===== src/rtl/reset_release_monitor.sv =====
// Per-channel reset-release timing monitor: checks that each channel's reset
// deasserts within a legal cycle window after its power-good rising edge.
module reset_release_monitor #(
  parameter int N_CH    = 4,
  parameter int MIN_CYC = 1,
  parameter int MAX_CYC = 5
) (
  input  logic            clk,
  input  logic            reset,
  input  logic [N_CH-1:0] power_up,
  input  logic [N_CH-1:0] ch_rst,
  input  logic            err_clr,
  input  logic [4:0]      lat_sel,
  output logic [N_CH-1:0] pass_pulse,
  output logic [N_CH-1:0] err_early,
  output logic [N_CH-1:0] err_timeout,
  output logic [N_CH-1:0] err_glitch,
  output logic            any_err,
  output logic [7:0]      lat_out,
  output logic [7:0]      fail_cnt
);

  if (N_CH < 1 || N_CH > 32 || MIN_CYC < 1 || MIN_CYC > MAX_CYC || MAX_CYC > 255) begin : g_bad_params
    $error("reset_release_monitor: need 1<=N_CH<=32 and 1<=MIN_CYC<=MAX_CYC<=255");
  end

  localparam logic [7:0] MIN_D = 8'(MIN_CYC);
  localparam logic [7:0] MAX_D = 8'(MAX_CYC);

  typedef enum logic [1:0] {S_IDLE, S_WAIT, S_DONE, S_FAIL} state_t;

  logic [N_CH-1:0] prev_reg;
  logic [N_CH-1:0] pass_reg, early_reg, timeout_reg, glitch_reg;
  logic [N_CH-1:0] pass_set, early_set, timeout_set, glitch_set, fail_set;
  logic [N_CH-1:0] early_next, timeout_next, glitch_next;
  logic            any_err_reg;
  logic [7:0]      fail_cnt_reg;
  logic [5:0]      new_fails;
  logic [8:0]      fail_sum;
  logic [7:0]      lat_vec [N_CH];

  genvar gi;
  for (gi = 0; gi < N_CH; gi++) begin : g_ch
    state_t     state_reg, state_next;
    logic [7:0] cnt_reg, cnt_next;
    logic [7:0] lat_reg, lat_next;
    logic [7:0] d;
    logic       pass_evt, early_evt, timeout_evt, glitch_evt;

    always_ff @(posedge clk) begin
      if (reset) begin
        state_reg <= S_IDLE;
        cnt_reg   <= 8'd0;
        lat_reg   <= 8'd0;
      end else begin
        state_reg <= state_next;
        cnt_reg   <= cnt_next;
        lat_reg   <= lat_next;
      end
    end

    // d is the index of the current sample counted from the power-up edge.
    always_comb begin
      state_next  = state_reg;
      cnt_next    = cnt_reg;
      lat_next    = lat_reg;
      pass_evt    = 1'b0;
      early_evt   = 1'b0;
      timeout_evt = 1'b0;
      glitch_evt  = 1'b0;
      d           = cnt_reg + 8'd1;
      case (state_reg)
        S_IDLE: begin
          if (power_up[gi] && !prev_reg[gi]) begin
            state_next = S_WAIT;
            cnt_next   = 8'd0;
          end
        end
        S_WAIT: begin
          if (!power_up[gi]) begin
            state_next = S_IDLE;
          end else if (!ch_rst[gi]) begin
            if (d < MIN_D) begin
              early_evt  = 1'b1;
              state_next = S_FAIL;
            end else begin
              pass_evt   = 1'b1;
              lat_next   = d;
              state_next = S_DONE;
            end
          end else if (d == MAX_D) begin
            timeout_evt = 1'b1;
            state_next  = S_FAIL;
          end else begin
            cnt_next = d;
          end
        end
        S_DONE: begin
          if (!power_up[gi]) begin
            state_next = S_IDLE;
          end else if (ch_rst[gi]) begin
            glitch_evt = 1'b1;
            state_next = S_FAIL;
          end
        end
        S_FAIL: begin
          if (!power_up[gi]) state_next = S_IDLE;
        end
        default: state_next = S_IDLE;
      endcase
    end

    assign pass_set[gi]    = pass_evt;
    assign early_set[gi]   = early_evt;
    assign timeout_set[gi] = timeout_evt;
    assign glitch_set[gi]  = glitch_evt;
    assign lat_vec[gi]     = lat_reg;
  end

  assign fail_set = early_set | timeout_set | glitch_set;

  // A flag set in the same cycle as err_clr survives the clear.
  always_comb begin
    early_next   = early_set   | (early_reg   & ~{N_CH{err_clr}});
    timeout_next = timeout_set | (timeout_reg & ~{N_CH{err_clr}});
    glitch_next  = glitch_set  | (glitch_reg  & ~{N_CH{err_clr}});
    new_fails    = 6'd0;
    for (int i = 0; i < N_CH; i++) new_fails = new_fails + 6'(fail_set[i]);
    fail_sum = {1'b0, fail_cnt_reg} + {3'b000, new_fails};
  end

  always_ff @(posedge clk) begin
    if (reset) begin
      prev_reg     <= '0;
      pass_reg     <= '0;
      early_reg    <= '0;
      timeout_reg  <= '0;
      glitch_reg   <= '0;
      any_err_reg  <= 1'b0;
      fail_cnt_reg <= 8'd0;
    end else begin
      prev_reg     <= power_up;
      pass_reg     <= pass_set;
      early_reg    <= early_next;
      timeout_reg  <= timeout_next;
      glitch_reg   <= glitch_next;
      any_err_reg  <= |{early_next, timeout_next, glitch_next};
      fail_cnt_reg <= (fail_sum > 9'd255) ? 8'd255 : fail_sum[7:0];
    end
  end

  always_comb begin
    lat_out = 8'd0;
    for (int i = 0; i < N_CH; i++) begin
      if (lat_sel == 5'(i)) lat_out = lat_vec[i];
    end
  end

  assign pass_pulse  = pass_reg;
  assign err_early   = early_reg;
  assign err_timeout = timeout_reg;
  assign err_glitch  = glitch_reg;
  assign any_err     = any_err_reg;
  assign fail_cnt    = fail_cnt_reg;

endmodule


===== config.mk =====
export PLATFORM = sky130hd
export DESIGN_NAME = reset_release_monitor
export DESIGN_NICKNAME = d
export VERILOG_FILES = /design/src/rtl/reset_release_monitor.sv
export SDC_FILE = /design/constraint.sdc
export NUM_CORES = 1
export LEC_CHECK = 0
export CAP_MARGIN = 5
export CORE_MARGIN = 2
export CORE_UTILIZATION = 37
export CTS_CLUSTER_SIZE = 20
export DETAILED_ROUTE_END_ITERATION = 7
export PLACE_DENSITY = 0.57
export SLEW_MARGIN = 20
export SYNTH_ARGS = -nofsm -noshare
export SYNTH_HDL_FRONTEND = slang
export SYNTH_SLANG_ARGS = --single-unit
export TNS_END_PERCENT = 1

===== constraint.sdc =====
create_clock -name clk -period 3.5 [get_ports clk]
set_clock_uncertainty 0.15 [all_clocks]
set_input_delay 0.35 -clock clk [delete_from_list [all_inputs] [get_ports clk]]
set_output_delay 0.35 -clock clk [all_outputs]
set_load 0.03 [all_outputs]

==> results by group, run 1 <==
Worst setup path
  – Crit. End Element: register
  – R2R depth: 14
  – R2R Setup Slk: -0.12 ns
  – Worst Path Max Fanout: 6
  – CP endpoint: fail_cnt[4]
  – Worst EP arrival: 3.76 ns
  – WP data required: 3.64 ns
  – Worst setup path start: g_ch[0].cnt_reg[0]
  – WS Path Type: reg2reg
  – Reg-to-reg endpoint: fail_cnt[4]
  – Worst setup SP type: register
  – R2r startpoint: g_ch[0].cnt_reg[0]

STA
  – Final WS setup: -0.1243 ns
  – Fin. max-slew vios: 0
  – Fmax: 275.9 MHz
  – Min Hold Slack: 0.2775 ns
  – Relative slew slack: between 30% and 40%
  – Min Tclk post-route: 3.624 ns
  – Final setup violation count: 8
  – Final worst-path cycle share: 103.6%
  – Slew of the pin with the lowest slew margin: 0.9732 ns
  – Unrepaired setup endpoints after global routing: yes
  – Fin. Hold Viols: 0

Logic synthesis
  – Synth Instances: 661
  – Synthesized area: 5552 sq um
  – Ys Warns: 0
  – Post-synthesis compound-gate area fraction: 19.52%
  – Post-Synth Simple-Gate Area: 23.87%
  – Largest family of logic cells by synthesized area: simple AND/OR/NAND/NOR gates
  – FFs w/ async S/R, synth: 0%
  – Unique cell type count in the Yosys netlist: 73
  – EDFF count, synth: 0
  – Synth Area per Inst: 8.399 sq um
  – #FFs+latches synth: 101
  – Total nets after synthesis: 690
  – Sequential area share after synthesis: 36.42%
  – XOR/XNOR Fraction of Synth Area: about 4.6%
  – Post-synthesis adder-cell area fraction: 3.336%
  – Mux share of post-synthesis cell area: 7.099%
  – Ys flop type: dfxtp_1

Route
  – DR WL/cell: roughly 16 um
  – Total detailed-routing wirelength: 15330 um
  – Vias: 5138
  – Initial DRC Count: 302
  – 1st-pass router iterations: 5
  – DR vias/cell: 5.478
  – Remaining design rule violation count: 0
  – Final ANT Viol Nets: 0

Outcome
  – Failing checks: negative setup slack
  – Run status: complete, but fails checks

Placement
  – Count of buffers from port buffering: 48
  – Dpl ws: -0.3250 ns
  – Routability cong.: 0.9089
  – Detailed placement HPWL: 11180 um
  – Dpl cell area: 6482 sq um

Global route
  – Global-route wire length before repair: 25300 um
  – GRT Total Usage: 19.57%
  – Vias in the first global route: 5010
  – Initial antenna violation count: 0
  – Remaining global-route overflow: 0
  – Pin count of the biggest net entering global routing: between 40 and 50

Finish
  – Layout area overhead: 27.00%
  – Inserted Diodes: 0
  – Layout Nets: just under 800
  – # fillers: ~1400
  – Share of layout cells above drive strength 1: between 15 and 20%
  – Most frequent cells in the layout: dfxtp_1 (94), nor2_1 (85), nand2_1 (59), buf_4 (58), clkdlybuf4s50_1 (47)
  – Fin area: 7051 sq um
  – Utilization after layout: 48.33%
  – Most common cell after layout, fill and taps aside: dfxtp_1

Floorplanning
  – Die W: 126.5 um
  – DIE AREA: 16000 sq um
  – CORE AREA: 14590 sq um
  – Starting density of the core: 38.05%
  – Core Rows: 44
  – IO Count: 49
  – Die Ht: 126.5 um

Min path
  – Hold_sp: reset
  – HP Class: in2reg
  – Hold Path Stages: 4

Pwr
  – VDD IR max: between 0.0002 and 0.00025 V
  – Power Density: 340.4 nW/um^2
  – Combinational Power Share: 7.7%
  – Psw: 0.6072 mW
  – Leak pwr: 2.563 nW
  – Sw Ratio: 25.31%
  – Clock share of power: 43.2%
  – Tot Pwr: around 2.4 mW
  – Int Pwr: 1.792 mW
  – Reg power frac: 49.1%

Clock network
  – Hold_buf cts: 0
  – H-tree Lvls: 3
  – Clock tree root buffer cell: clkbuf_16
  – Maximum root-to-sink buffer count: 2
  – Clk sink count: 101
  – Clock latency on the worst-skew pair: 0.36 ns
  – CTS tree: built
  – Inserted Clock Buffers: 9
  – Clock-pin slew on the worst setup and hold paths: 0.07 ns

Job
  – Max-cap violations: 0
==> cell usage after synthesis (2+ instances only) <==
cell type,count,area [sq um]
nand2b_1,7,43.79
mux2_2,3,33.78
a21oi_1,23,115.1
a211o_1,4,35.03
clkbuf_1,14,52.55
nor4_1,3,18.77
a221o_1,6,60.06
inv_1,27,101.4
a211oi_2,7,87.58
buf_4,4,30.03
a22oi_1,2,15.01
fa_1,3,60.06
buf_2,14,70.07
xnor2_1,16,140.1
buf_1,5,18.77
nor3_1,18,90.09
mux2i_1,36,360.4
o32ai_1,2,17.52
o2bb2ai_1,2,17.52
or4_1,2,15.01
nor2_1,87,326.6
o21ai_0,16,80.08
nor2b_1,12,75.07
or3_1,2,12.51
a32o_1,2,20.02
nand4_1,9,56.30
o21a_1,14,105.1
nand3_1,24,120.1
a311oi_2,2,30.03
or2_2,4,25.02
nor4b_1,3,26.28
and4b_1,2,20.02
o21ai_1,2,10.01
a311oi_1,5,43.79
and3_1,16,100.1
o22ai_1,10,62.56
xor2_1,13,113.9
o31a_1,2,17.52
a32oi_1,2,17.52
and2_1,13,81.33
dfxtp_1,101,2022
a211oi_1,14,105.1
nand2_1,60,225.2
a31oi_1,10,62.56
ha_1,10,125.1
==> per-layer routing <==
metal  share of wire, %  vias to the layer above  global-route usage, %
li1                   -                     2548                      -
met1                 47                     2429                  25.53
met2                 46                      132                  31.93
met3                4.6                       29                  4.639
met4                2.4                        0                  6.399
met5                  0                        -                      0
==> power by group through the flow <==
stage	Combinational (mW)	Clock [mW]	Sequential, mW
2_1_floorplan	0.113	0	1.20
3_3_place_gp	0.180	0	1.20
3_5_place_dp	0.182	0	1.20
4_1_cts	0.184	1.06	1.18
5_1_grt	0.203	1.10	1.18
6_report	0.185	1.04	1.18
==> area by class of cell <==
class / instances / area, sq um / area share (%)
well taps: 184 / 230.2 / 3.265
multi-input cells: 494 / 3363 / 47.70
flip-flops and latches: 101 / 2036 / 28.87
clock inverters: 4 / 36.28 / 0.5146
repair buffers: 115 / 1012 / 14.36
clock buffers: 12 / 267.8 / 3.798
inverters: 28 / 105.1 / 1.491
==> kinds of logic after synthesis <==
| logic type | count (synthesis) |
|---|---|
| DFF | 101 |
| and+or+nand+nor | 271 |
| muxes | 39 |
| adders and majority gates | 13 |
| xor gates and xnor gates | 29 |
| buffers and inverters | 66 |
| AOI/OAI and AO/OA | 142 |
==> how the worst min path moves through the flow <==
stage                     slack, ns                 end
after floorplan                0.31  g_ch[0].lat_reg[0]
after global placement         0.33  g_ch[2].lat_reg[1]
after detailed placement       0.34  g_ch[2].lat_reg[0]
after CTS                      0.27         prev_reg[0]
after global routing           0.33         prev_reg[0]
final                          0.28         prev_reg[0]
==> per-stage QoR <==
stage,cells,TNS [ns]
CTS,935,-0.3809
detailed placement,906,-2.196
global route,938,-2.313
floorplan,661,-0.04033
finish,938,-0.7122
global placement,906,-0.9259
==> critical path: stages (launching register included) <==
cell,delay [ns]
dfxtp_4,0.35
ha_4,0.16
a211o_1,0.25
a211o_1,0.29
a21o_1,0.20
nor3_2,0.21
o21ai_2,0.08
fa_1,0.50
fa_2,0.36
inv_2,0.06
fa_2,0.20
nand2_2,0.07
nor2_4,0.14
nand4_1,0.29
a21oi_1,0.24
==> what timing repair did <==
action,4_1_cts,5_1_grt
gates resized for setup,22,16
pin swaps,12,13
endpoints found under the setup margin,8,17
buffers inserted,13,3
No activity file was read; power rests on OpenSTA's default activity.
==> inputs of run 2 (changes only) <==
- GPL_TIMING_DRIVEN: unset -> 0
- SKIP_CTS_REPAIR_TIMING: unset -> 1
==> run 2 against run 1 <==
Net effect:
- the flow still finishes with violations (negative setup slack)
- clock-buffer cell count is 2 lower
- global-route usage up 0.090 points
- sequential power hardly changed
- die area unchanged
- via count rose by 0.18%
- combinational power is essentially flat
- hold slack got worse by 0.030 ns
- total power fell by 1.1%
- highest routed layer unchanged
- worst setup slack worse by 0.14 ns
- cell area shrank 2.6%
- register-to-register slack worse by 0.14 ns
==> results by group, run 2 (synthesis gave the netlist of run 1 again) <==
Route
  – Vias: 5147 (+0.18%)
  – DR vias/cell: 5.540 (+1.1%)
  – DR WL/cell: 17.17 um (+5.1%)
  – Remaining design rule violation count: 0 (unchanged)
  – 1st-pass router iterations: 5 (unchanged)
  – Final ANT Viol Nets: 0 (unchanged)
  – Total detailed-routing wirelength: 15950 um (+4.1%)
  – Initial DRC Count: 399 (+32%)

Pwr
  – Sw Ratio: 24.91% (-0.39 points)
  – Int Pwr: 1.781 mW (-0.62%)
  – VDD IR max: 0.0002980 V (+28%)
  – Power Density: 345.3 nW/um^2 (+1.5%)
  – Psw: 0.5910 mW (-2.7%)
  – Reg power frac: 49.6% (+0.5 points)
  – Combinational Power Share: 7.8% (about the same)
  – Leak pwr: 2.464 nW (-3.9%)
  – Tot Pwr: 2.372 mW (-1.1%)
  – Clock share of power: 42.6% (-0.6 points)

Clock network
  – Maximum root-to-sink buffer count: 2 (unchanged)
  – Inserted Clock Buffers: 9 (unchanged)
  – CTS tree: built
  – Clock latency on the worst-skew pair: 0.36 ns (about the same)
  – Clock tree root buffer cell: clkbuf_16
  – H-tree Lvls: 3 (unchanged)
  – Clock-pin slew on the worst setup and hold paths: 0.07 ns (about the same)
  – Clk sink count: 101 (unchanged)

Floorplanning
  – Die Ht: 126.5 um (unchanged)
  – IO Count: 49 (unchanged)
  – DIE AREA: 16000 sq um (unchanged)
  – Die W: 126.5 um (unchanged)
  – Starting density of the core: 38.05% (unchanged)
  – CORE AREA: 14590 sq um (unchanged)
  – Core Rows: 44 (unchanged)

Global route
  – Pin count of the biggest net entering global routing: 17 (-60%)
  – Initial antenna violation count: 0 (unchanged)
  – Remaining global-route overflow: 0 (unchanged)
  – Global-route wire length before repair: 25030 um (-1.1%)
  – Vias in the first global route: 4852 (-3.2%)
  – GRT Total Usage: 19.66% (+0.090 points)

Placement
  – Dpl ws: -0.6967 ns (-0.3717 ns)
  – Count of buffers from port buffering: 44 (-8.3%)
  – Routability cong.: 0.8843 (-2.7%)
  – Detailed placement HPWL: 11800 um (+5.6%)
  – Dpl cell area: 6254 sq um (-3.5%)

Finish
  – # fillers: 1421 (+2.6%)
  – Layout area overhead: 23.75%
  – Layout Nets: 769 (-1.2%)
  – Most frequent cells in the layout: dfxtp_1 (95), nor2_1 (83), nand2_1 (59), clkdlybuf4s50_1 (44), mux2i_1 (36)
  – Most common cell after layout, fill and taps aside: dfxtp_1
  – Inserted Diodes: 0 (unchanged)
  – Share of layout cells above drive strength 1: 15.70% (-2.6 points)
  – Fin area: 6870 sq um (-2.6%)

STA
  – Final WS setup: -0.2608 ns (-0.1365 ns)
  – Final worst-path cycle share: 107.5% (+3.9 points)
  – Relative slew slack: 45.52% (+11 points)
  – Final setup violation count: 8 (unchanged)
  – Slew of the pin with the lowest slew margin: 0.8069 ns (-0.1662 ns)
  – Fin. max-slew vios: 0 (unchanged)
  – Post-route setup TNS: -1.836 ns (-1.124 ns)
  – Fmax: 265.9 MHz (-3.6%)
  – Unrepaired setup endpoints after global routing: yes
  – Fin. Hold Viols: 0 (unchanged)
  – Min Tclk post-route: 3.761 ns (+0.1365 ns)

Worst setup path
  – WP data required: 3.64 ns (about the same)
  – Worst setup SP type: register
  – Delay-heaviest family, CP: adder cells
  – Crit. End Element: register
  – WS Path Type: reg2reg
  – Crit path buf inv count: 3 (+2)
  – Worst Path Max Fanout: 7 (+1)
  – Critical path cell sequence: ha_4, buf_6, and2_4, a32oi_2, nor2_2, and2_4, and3_4, o21ai_4, fa_1, fa_2, inv_2, fa_2, nand2_2, nor2_4, nand4_1, buf_6, a21oi_2
  – Worst EP arrival: 3.90 ns (+0.14 ns)
  – CP max stage cell: fa_1
  – CP max stage delay: 0.48 ns (-0.02 ns)

Outcome
  – Run status: complete, but fails checks
  – Failing checks: negative setup slack

Job
  – Max-cap violations: 0 (unchanged)

Min path
  – HP Class: in2reg
[run 2: cell types whose count changed in the layout (fill, tap and decap cells not counted), moves of 3 or more]
cell | previous run | this run
clkdlybuf4s50_1 | 47 | 44
buf_2 | 1 | 10
buf_4 | 58 | 28
dfxtp_2 | 5 | 2
buf_6 | 9 | 4
clkbuf_1 | 1 | 15
buf_1 | 0 | 5
[run 2: area by class of cell]
type | count | area, sq um | area share (%)
multi-input combinational | 494 | 3378 | 49.17
sequential | 101 | 2039 | 29.68
timing repair buffer | 69 | 631.9 | 9.197
tap | 184 | 230.2 | 3.351
clock buffer | 10 | 229.0 | 3.333
buffer | 37 | 192.7 | 2.805
inverter | 28 | 105.1 | 1.530
clock inverter | 6 | 63.81 | 0.9288
[run 2: metrics by stage]
stage,hold WS (ns),instances,util [%]
global placement,0.3295,889,42.86
detailed placement,0.3340,889,42.86
finish,0.2471,929,47.09
floorplan,0.3096,661,-
global route,0.2617,929,47.09
CTS,0.2299,905,44.87
[run 2: power by group through the flow]
stage	registers (mW)	clock network [mW]	logic, mW
finish	1.18	1.01	0.186
global route	1.18	1.08	0.203
CTS	1.18	1.03	0.181
detailed placement	1.20	0	0.180
global placement	1.20	0	0.177
floorplan	1.20	0	0.113
[run 2: path summary, 6_finish.rpt]
| kind | from | endpoint | slack, ns | depth (start not counted) |
|---|---|---|---|---|
| hold reg to reg | g_ch[2].lat_reg[2] | g_ch[2].lat_reg[2] | 0.35 | 2 |
| hold / removal | ch_rst[1] | g_ch[1].state_reg[1] | 0.25 | 2 |
| setup reg to reg | g_ch[2].cnt_reg[0] | fail_cnt[2] | -0.26 | 17 |
| setup / recovery | g_ch[2].cnt_reg[0] | fail_cnt[2] | -0.26 | 17 |
[run 2: layer usage]
metal  vias to the layer above  GRT usage [%]  routed length, um
li1                       2522              -                  -
met1                      2484          26.37               7409
met2                       120          32.18               7579
met3                        21          4.429                667
met4                         0          4.848                295
met5                         -              0                  0
==> inputs of run 3 (changes only) <==
- CAP_MARGIN: 5 -> 20
- CTS_BUF_LIST: unset -> sky130_fd_sc_hd__clkbuf_4 sky130_fd_sc_hd__clkbuf_8
==> run 3 against run 2 <==
Net effect:
- the flow still finishes with violations (negative setup slack)
- worst setup slack better by 0.052 ns
- clock-buffer cell count stayed put
- maximum frequency is 1.4% higher
- hold slack worse by 0.026 ns
- total power is 10% lower
- via count hardly changed
- sequential share of layout area is 0.43 points higher
- global-route usage hardly changed
- critical endpoint unchanged
- critical path depth stayed put
- largest power group unchanged
- critical path type unchanged
- highest routed layer unchanged
- largest cell class unchanged
- combinational power hardly changed
==> results by group, run 3 (synthesis gave the netlist of run 1 again) <==
Outcome
  – Run status: complete, but fails checks
  – Failing checks: negative setup slack

Worst setup path
  – Worst setup path start: g_ch[2].cnt_reg[0]
  – Worst setup SP type: register
  – CP max stage cell: fa_1
  – Crit. End Element: register
  – WP data required: 3.66 ns (+0.02 ns)
  – CP max stage delay: 0.48 ns (about the same)
  – Worst Path Max Fanout: 7 (unchanged)
  – WS Path Type: reg2reg
  – Worst EP arrival: 3.87 ns (-0.03 ns)
  – R2R Setup Slk: -0.21 ns (+0.05 ns)
  – Crit path buf inv count: 3 (unchanged)
  – R2r startpoint: g_ch[2].cnt_reg[0]
  – Critical path cell sequence: ha_4, buf_6, and2_4, a32oi_2, nor2_2, and2_4, and3_4, o21ai_4, fa_1, fa_2, inv_2, fa_2, nand2_2, nor2_4, nand4_1, buf_6, a21oi_2
  – Delay-heaviest family, CP: adder cells

Finish
  – Share of layout cells above drive strength 1: 15.84% (+0.13 points)
  – Most frequent cells in the layout: dfxtp_1 (95), nor2_1 (83), nand2_1 (59), clkdlybuf4s50_1 (44), mux2i_1 (36)
  – Layout area overhead: 22.00%
  – Inserted Diodes: 0 (unchanged)
  – # fillers: 1436 (+1.1%)
  – Utilization after layout: 46.42% (-0.67 points)
  – Most common cell after layout, fill and taps aside: dfxtp_1
  – Fin area: 6773 sq um (-1.4%)
  – Layout Nets: 769 (unchanged)

Clock network
  – CTS tree: built
  – Clock-pin slew on the worst setup and hold paths: 0.10 ns (+0.03 ns)
  – Inserted Clock Buffers: 9 (unchanged)
  – Clock latency on the worst-skew pair: 0.38 ns (+0.02 ns)
  – Maximum root-to-sink buffer count: 2 (unchanged)
  – H-tree Lvls: 3 (unchanged)
  – Clock tree root buffer cell: clkbuf_8
  – Clk sink count: 101 (unchanged)

Placement
  – Dpl cell area: 6254 sq um (unchanged)
  – Dpl ws: -0.6967 ns (unchanged)
  – Routability cong.: 0.8843 (unchanged)
  – Count of buffers from port buffering: 44 (unchanged)
  – Detailed placement HPWL: 11800 um (unchanged)

Global route
  – Pin count of the biggest net entering global routing: 17 (unchanged)
  – Vias in the first global route: 4857 (+0.10%)
  – Global-route wire length before repair: 25040 um (about the same)
  – Remaining global-route overflow: 0 (unchanged)
  – GRT Total Usage: 19.65% (about the same)
  – Initial antenna violation count: 0 (unchanged)

Floorplanning
  – Die Ht: 126.5 um (unchanged)
  – Starting density of the core: 38.05% (unchanged)
  – CORE AREA: 14590 sq um (unchanged)
  – Core Rows: 44 (unchanged)
  – DIE AREA: 16000 sq um (unchanged)
  – Die W: 126.5 um (unchanged)
  – IO Count: 49 (unchanged)

STA
  – Final WS setup: -0.2090 ns (+0.05177 ns)
  – Final setup violation count: 8 (unchanged)
  – Final worst-path cycle share: 106.0% (-1.5 points)
  – Fmax: 269.6 MHz (+1.4%)
  – Relative slew slack: 47.11% (+1.6 points)
  – Fin. Hold Viols: 0 (unchanged)
  – Min Hold Slack: 0.2208 ns (-0.02622 ns)
  – Fin. max-slew vios: 0 (unchanged)
  – Slew of the pin with the lowest slew margin: 0.7824 ns (-0.02454 ns)
  – Unrepaired setup endpoints after global routing: yes
  – Min Tclk post-route: 3.709 ns (-0.05177 ns)

Job
  – Max-cap violations: 0 (unchanged)

Pwr
  – VDD IR max: 0.0002733 V (-8.3%)
  – Power Density: 314.3 nW/um^2 (-9.0%)
  – Leak pwr: 2.422 nW (-1.7%)

Route
  – DR vias/cell: 5.536 (about the same)
  – Remaining design rule violation count: 0 (unchanged)
  – Total detailed-routing wirelength: 16010 um (+0.36%)
  – Initial DRC Count: 368 (-7.8%)
  – 1st-pass router iterations: 5 (unchanged)
  – Final ANT Viol Nets: 0 (unchanged)
  – Vias: 5143 (-0.078%)
  – DR WL/cell: 17.23 um (+0.36%)

Min path
  – HP Class: in2reg
  – Hold_sp: ch_rst[1]
run 3: cell counts in the layout (fill, tap and decap cells not counted):
Identical to the previous run, type by type.
run 3: per-layer routing:
layer | track usage, % | routed length, um | up-vias
met4 | 5.107 | 243 | 0
met5 | 0 | 0 | -
li1 | - | - | 2508
met3 | 4.429 | 738 | 18
met1 | 26.38 | 7458 | 2474
met2 | 32.02 | 7569 | 143
run 3: worst reg2reg max path, cell delays in order, from the launching register on:
cell and delay (ns):
dfxtp_4 0.37, ha_4 0.15, buf_6 0.12, and2_4 0.17, a32oi_2 0.24, nor2_2 0.09
and2_4 0.16, and3_4 0.17, o21ai_4 0.21, fa_1 0.48, fa_2 0.42, inv_2 0.07
fa_2 0.23, nand2_2 0.07, nor2_4 0.13, nand4_1 0.12, buf_6 0.17, a21oi_2 0.12
run 3: cell type report:
class / count / area, sq um / area share (%)
Clock inverter: 6 / 63.81 / 0.9422
Tap cell: 184 / 230.2 / 3.399
Clock buffer: 10 / 131.4 / 1.940
Sequential cell: 101 / 2039 / 30.11
Multi-Input combinational cell: 494 / 3378 / 49.88
Timing Repair Buffer: 69 / 631.9 / 9.329
Inverter: 28 / 105.1 / 1.552
Buffer: 37 / 192.7 / 2.845
run 3: path summary, 6_finish.rpt:
check                           depth (start not counted)                   end
worst max-delay path                                   17           fail_cnt[2]
worst min-delay path                                    2  g_ch[1].state_reg[1]
worst max register to register                         17           fail_cnt[2]
worst min register to register                          2    g_ch[0].lat_reg[5]
run 3: metrics by stage:
stage | TNS [ns] | power (mW) | instances
after floorplan | -0.04033 | 1.316 | 661
after global placement | -4.533 | 1.381 | 889
after detailed placement | -5.129 | 1.384 | 889
after CTS | -5.387 | 2.142 | 905
after global routing | -2.863 | 2.207 | 929
final | -1.492 | 2.129 | 929
run 3: power breakdown:
| part | leakage, nW | switching (mW) | internal [mW] |
|---|---|---|---|
| logic | 1.50 | 0.122 | 0.0649 |
| registers | 0.821 | 0.0128 | 1.16 |
| clock network | 0.0957 | 0.429 | 0.338 |
| total | 2.42 | 0.563 | 1.57 |
